$ cat src/rtl/acmv_pcnt.sv
// Up/down counter with a priority-encoded step size, synchronous load and terminal-count pulses.
// Define ACMV_PCNT_SAT_EN to clamp at 0 / 2^W-1 instead of wrapping.
module acmv_pcnt #(
   parameter  int W    = 4,
   parameter  int OPTW = 4,
   localparam int PW   = $clog2(OPTW)
) (
   input  logic            clk,
   input  logic            rst,
   input  logic            en,
   input  logic            a,
   input  logic            b,
   input  logic [OPTW-1:0] opt,
   input  logic            ld,
   input  logic [W-1:0]    ld_val,
   output logic [W-1:0]    x,
   output logic [PW-1:0]   pri,
   output logic            pri_vld,
   output logic            tc_up,
   output logic            tc_dn
);

   // Two guard bits hold a step of up to 2^W and the overflow/underflow comparisons.
   localparam int             SW    = W + 2;
   localparam logic [SW-1:0] MAX_X = SW'((1 << W) - 1);

   logic [W-1:0]  x_q, x_d;
   logic [PW-1:0] pri_q, pri_d;
   logic          pri_vld_q, pri_vld_d;
   logic          tc_up_q, tc_up_d;
   logic          tc_dn_q, tc_dn_d;

   logic [SW-1:0] step;
   logic [SW-1:0] x_ext;
   logic [W-1:0]  sum;
   logic [W-1:0]  diff;
   logic          up_ovf;
   logic          dn_unf;

   // Ascending scan: the last set bit seen is the highest, so lower bits are ignored.
   always_comb begin
      // NOTE: every always_comb output gets a default first so no latch is inferred.
      pri_d     = pri_q;
      pri_vld_d = 1'b0;
      for (int i = 0; i < OPTW; i++) begin
         if (opt[i]) begin
            pri_d     = PW'(i);
            pri_vld_d = 1'b1;
         end
      end
   end

   // The step comes from the registered encoder, so an opt change takes effect one cycle later.
   assign step   = pri_vld_q ? (SW'(pri_q) + SW'(1)) : SW'(1);
   assign x_ext  = SW'(x_q);
   assign sum    = x_q + step[W-1:0];
   assign diff   = x_q - step[W-1:0];
   assign up_ovf = (step > (MAX_X - x_ext));
   assign dn_unf = (step > x_ext);

   always_comb begin
      x_d     = x_q;
      tc_up_d = 1'b0;
      tc_dn_d = 1'b0;
      if (ld) begin
         x_d = ld_val;
      end else if (en) begin
         if (a == b) begin
            tc_up_d = up_ovf;
`ifdef ACMV_PCNT_SAT_EN
            x_d     = up_ovf ? MAX_X[W-1:0] : sum;
`else
            x_d     = sum;
`endif
         end else begin
            tc_dn_d = dn_unf;
`ifdef ACMV_PCNT_SAT_EN
            x_d     = dn_unf ? '0 : diff;
`else
            x_d     = diff;
`endif
         end
      end
   end

   always_ff @(posedge clk) begin
      // NOTE: sequential state uses non-blocking assignments so every register samples pre-edge values.
      if (rst) begin
         x_q       <= '0;
         pri_q     <= '0;
         pri_vld_q <= 1'b0;
         tc_up_q   <= 1'b0;
         tc_dn_q   <= 1'b0;
      end else begin
         x_q       <= x_d;
         pri_q     <= pri_d;
         pri_vld_q <= pri_vld_d;
         tc_up_q   <= tc_up_d;
         tc_dn_q   <= tc_dn_d;
      end
   end

   assign x       = x_q;
   assign pri     = pri_q;
   assign pri_vld = pri_vld_q;
   assign tc_up   = tc_up_q;
   assign tc_dn   = tc_dn_q;

endmodule

$ cat config.mk
export PLATFORM = sky130hd
export DESIGN_NAME = acmv_pcnt
export DESIGN_NICKNAME = d
export VERILOG_FILES = /design/src/rtl/acmv_pcnt.sv
export SDC_FILE = /design/constraint.sdc
export NUM_CORES = 1
export LEC_CHECK = 0
export CORE_AREA = 8 8 46 55
export CTS_CLUSTER_DIAMETER = 200
export DETAILED_ROUTE_END_ITERATION = 7
export DIE_AREA = 0 0 54 63
export GPL_ROUTABILITY_DRIVEN = 0
export PLACE_DENSITY = 0.81
export SYNTH_ARGS = -nofsm -noshare
export SYNTH_HDL_FRONTEND = slang
export SYNTH_SLANG_ARGS = --single-unit
$ cat constraint.sdc
create_clock -name clk -period 2.8 [get_ports clk]
set_clock_uncertainty 0.2 [all_clocks]
set_input_delay 0.56 -clock clk [delete_from_list [all_inputs] [get_ports clk]]
set_output_delay 0.56 -clock clk [all_outputs]
set_load 0.05 [all_outputs]
; After elaboration in Yosys (flattened, before gate mapping)
; Cells that the tools add are included.
[word_totals]
elab_cells = 30
register_bits = 9
inputBits = 14
out_inout_bits = 9
[op_classes]
reduce_logical = 4
n_bitwise = 2
muxes = 12
n_addsub = 4
eq_ne = 1
order_cmp = 2
[op_table]
columns = operator, n
row1 = two-way mux 4 bit, 3
row2 = two-way mux 2 bit, 4
row3 = OR reduction 4 bit, 2
row4 = > comparator 3 x 6 -> 1 bit, 1
row5 = "subtractor 4 x 4 -> 5 bit, first input constant", 1
row6 = adder 4 x 3 -> 4 bit, 1
row7 = > comparator 3 x 4 -> 1 bit, 1
row8 = two-way mux 1 bit, 4
row9 = nonzero test 4 bit, 1
row10 = subtractor 4 x 3 -> 4 bit, 1
row11 = "adder 2 x 1 -> 3 bit, second input constant", 1
row12 = two-way mux 3 bit, 1
row13 = inverter 1 bit, 2
row14 = nonzero test 2 bit, 1
row15 = == test 1 bit, 1

; Longest topological paths before layout
[depth]
ltp_word = 6
mapped_depth = 8
depth_no_buf = 8

; Least setup slack after synthesis
; No wires, ideal clock.
[synth_path]
path_kind = flip-flop to flip-flop
from = register pri_q[0] (netlist: pri[0])
to = register x_q[3] (netlist: x[3])
path_stages_with_launch = 9
t_arrival_ps = 2232
path_buffers = 0
path_slack_ps = 252
required_time_ps = 2484
setup_time_ps = 116
synth_period_minus_slack_ps = 2548
path_cell_list = dfxtp_1 -> ha_1 -> nand2_1 -> inv_1 -> ha_1 -> nor2b_1 -> o311a_1 -> a2111o_1 -> o211a_1
[synth_via]
elab_chain_len = 6
word_cells_on_any_way = 7
cone_classes = add/sub (3) / mux (4)
[synth_lines]
columns = element, line_no
row1 = from (decl), 28  ; logic [PW-1:0] pri_q, pri_d;
row2 = from (signal assigned), 96  ; pri_q <= pri_d;
row3 = adder 2 x 1 -> 3 bit (*), 54  ; assign step = pri_vld_q ? (SW'(pri_q) + SW'(1)) : SW'(1);
row4 = two-way mux 3 bit (*), 54
row5 = subtractor 4 x 3 -> 4 bit / adder 4 x 3 -> 4 bit (equally long branches), "57, 56"
row6 = two-way mux 4 bit (*), 68  ; if (a == b) begin
row7 = two-way mux 4 bit (*), 67  ; end else if (en) begin
row8 = two-way mux 4 bit (*), 65  ; if (ld) begin
row9 = to (signal assigned), 89  ; x_q <= '0;
row10 = to (signal assigned), 95  ; x_q <= x_d;
row11 = to (decl), 27  ; logic [W-1:0] x_q, x_d;
; Every way passes the cells marked *; elsewhere a longest branch is shown, timed or not. The select of a mux whose other input is x is not followed.
; A chain may end at the register's enable or synchronous reset.

; Final worst setup path
; Same ends and word-level chain as after synthesis.

==> flow_metrics.py <==
metrics = {
    "clock_tree": {
        "cts_tree": "yes",
        "ctsResizeCount": 0,
        "postCtsSetupBuffers": 0,
        "cts.clk_slew.worst_paths_ns": 0.07,
        "htreeDepth": 1,
        "cts_made_buffers": 3,
        "clockBufferDepth": 2,
        "worstSkewPairLatency_ns": 0.26,
        "cts.root.buffer_cell": "clkbuf_4",
        "cts.sinks": 9,
        "holdBufCountCts": 0,
    },
    "die": {
        "die_w_um": 54,
        "initial_core_util": 0.3967,
        "rows": 17,
        "die-area_um2": 3402,
        "die_h_um": 63,
        "coreArea_um2": 1744,
        "ioPinCount": 23,
    },
    "worst_setup_path": {
        "slowest_stage": "a2111o_1",
        "critPathMaxStageDelay_ns": 0.38,
        "timing_worst_setup_path_type": "reg -> reg",
        "worstPathArrival_ns": 2.27,
        "worstPathRequired_ns": 2.76,
        "rrSetupSlack_ns": 0.49,
        "critical_path.endpoint_type": "flop",
        "path_cells": "ha_1 -> nand2_1 -> inv_1 -> ha_1 -> nor2b_1 -> o311a_1 -> a2111o_1 -> o211a_1",
        "cp-start-kind": "flop",
        "worstPathMaxFanout": 4,
        "crit_top_cell": "ha_1",
    },
    "yosys": {
        "yosysMostFrequentCell": "inv_1",
        "synth_adder_area_share": 0.2206,
        "synth_xor_area_frac": 0.04882,
        "synthDistinctLibCells": 28,
        "synth_compound_area_frac": 0.1627,
        "synth_mux_area_frac": 0.02893,
        "synth_top_family_by_area": "adder cells",
        "synth_top_cells_by_count": "10 x inv_1, 9 x a21oi_1, 9 x dfxtp_1, 9 x ha_1, 8 x nor2_1",
        "synth_top_cell_area_share": 0.2604,
        "postSynthCellCount": 81,
        "synth-seq-cells": 9,
        "yosys-top-cells-area": "dfxtp_1 26%, ha_1 16%, a21oi_1 6.5%, fa_1 5.8%, inv_1 5.4%",
        "async_flop_share": 0,
        "synth_largest_area_cell": "dfxtp_1",
        "syn_nets": 106,
        "synth_area_um2": 691.9,
        "yosys_most_used_dff": "dfxtp_1",
        "yosysSeqAreaShare": 0.2604,
        "ys_warn_count": 0,
        "avgSynthCellArea_um2": 8.542,
        "synthSimpleGateAreaFrac": 0.1899,
        "synth-edff-count": 0,
    },
    "final_layout": {
        "finalNonFillerCells": 126,
        "antenna_cells": 0,
        "nNetsFinal": 133,
        "fillCellCount": 178,
        "drive_gt1_frac": 0.06542,
        "area_delta_synth_final_pct": 38.88,
    },
    "timing": {
        "finalSetupViolCount": 0,
        "finalHoldViolations": 0,
        "period_minus_slack_ns": 2.313,
        "worst_slew_pin_slew_ns": 0.5119,
        "relSlewSlack": 0.6577,
        "final_max_slew_viol_count": 0,
        "rsz0062_at_grt": "no",
        "finalSetupTns_ns": 0,
        "finalCritPeriodShare": 0.8262,
        "fmax_mhz": 432.3,
    },
    "global_routing": {
        "grt_first_pass_wirelength_um": 3008,
        "grt_overflow": 0,
        "grtUsageTotal": 0.1146,
        "grt_max_degree": 10,
        "grt_pass1_vias": 727,
        "grt_antenna_before_repair": 0,
    },
    "drt": {
        "postRouteAntennaNets": 0,
        "via_count": 644,
        "dr.pass1.iters": 6,
        "via_per_inst": 5.111,
        "postRouteWirelength_um": 1673,
        "drc": 0,
        "wl_per_cell_um": 13.28,
        "drtIter0Drc": 9,
    },
    "job": {
        "drv_cap": 0,
    },
    "placed_design": {
        "numPortBuffers": 22,
        "dp_cells": 122,
        "dp_hpwl_um": 1440,
    },
    "power": {
        "p_leak_nw": 0.4412,
        "power_density_nw_per_um2": 424.6,
        "vdd_drop_max_mv": 0.1974,
    },
    "outcome": {
        "status": "complete, no violations",
    },
    "min_path": {
        "hold_class": "reg -> reg",
    },
}
==> state kept, by name (all words and copies together) (netlist names) <==
register / count
x: 4
tc_dn: 1
pri_vld: 1
tc_up: 1
pri: 2
==> final cells by class <==
cell class                 instances  area (µm²)  share of cell area
clock buffer                       4       26.28             0.02734
inverter                          10       37.54             0.03906
multi-input combinational         59       450.4              0.4687
sequential                         9       180.2              0.1875
tap                               19       23.77             0.02474
timing repair buffer              25       242.7              0.2526
==> metrics by stage <==
stage	setup WS [ns]	power [W]	util	instance area, µm²	hold slack, ns
floorplan	0.2520	0.0002514	-	691.9	0.4807
global placement	0.5196	0.0003025	0.5359	934.6	0.2708
CTS	0.4650	0.0004125	0.5509	960.9	0.2812
finish	0.4866	0.0004080	0.5509	960.9	0.2791
detailed placement	0.4881	0.0003066	0.5359	934.6	0.2688
global route	0.3189	0.0004362	0.5509	960.9	0.3228
==> layout by cell type, fill, tap and decap left out, drive strengths merged <==
master         count
nand2b             2
nor2               8
o311a              1
xor2               1
nand2              6
xnor2              2
buf                3
nor2b              3
or4                1
nor3               2
o211a              1
a211oi             2
o21ai              1
clkdlybuf4s50     22
dfxtp              9
or3b               1
fa                 2
nor3b              2
clkbuf             4
a211o              1
nor4               1
ha                 9
mux2i              2
a2111o             1
o21bai             1
a21oi              9
inv               10
==> worst paths after layout <==
check	start	end	depth (start not counted)
setup / recovery	pri[0]	x[3]	8
hold / removal	pri[1]	pri[1]	2
hold reg to reg	pri[1]	pri[1]	2
setup reg to reg	pri[0]	x[3]	8
==> kinds of logic after synthesis <==
logic type      count (synthesis)
fa+ha+maj                      11
xor+xnor                        3
simple gates                   26
buf+inv                        13
mux                             2
compound gates                 17
flops                           9
==> layer usage <==
metal | vias to the layer above | GRT usage | part of all wire
li1 | 326 | - | -
met1 | 293 | 0.1095 | 0.38
met2 | 21 | 0.2049 | 0.54
met3 | 4 | 0.03571 | 0.065
met4 | 0 | 0.05556 | 0.015
met5 | - | 0 | 0
==> worst max-delay path, delay by kind of cell, from the launching register on <==
kind                       cells  cell delay (ns)
buffers and inverters          1             0.09
and+or+nand+nor                2             0.27
AOI/OAI and AO/OA              3             0.79
adders and majority gates      2             0.51
DFF                            1             0.34
==> where the power goes <==
part	internal [W]	total [W]	switching [W]
logic	0.0000714	0.000158	0.0000864
registers	0.000136	0.000145	0.00000879
clock network	0.0000550	0.000105	0.0000499
total	0.000263	0.000408	0.000145
(Power assumes the default switching activity.)
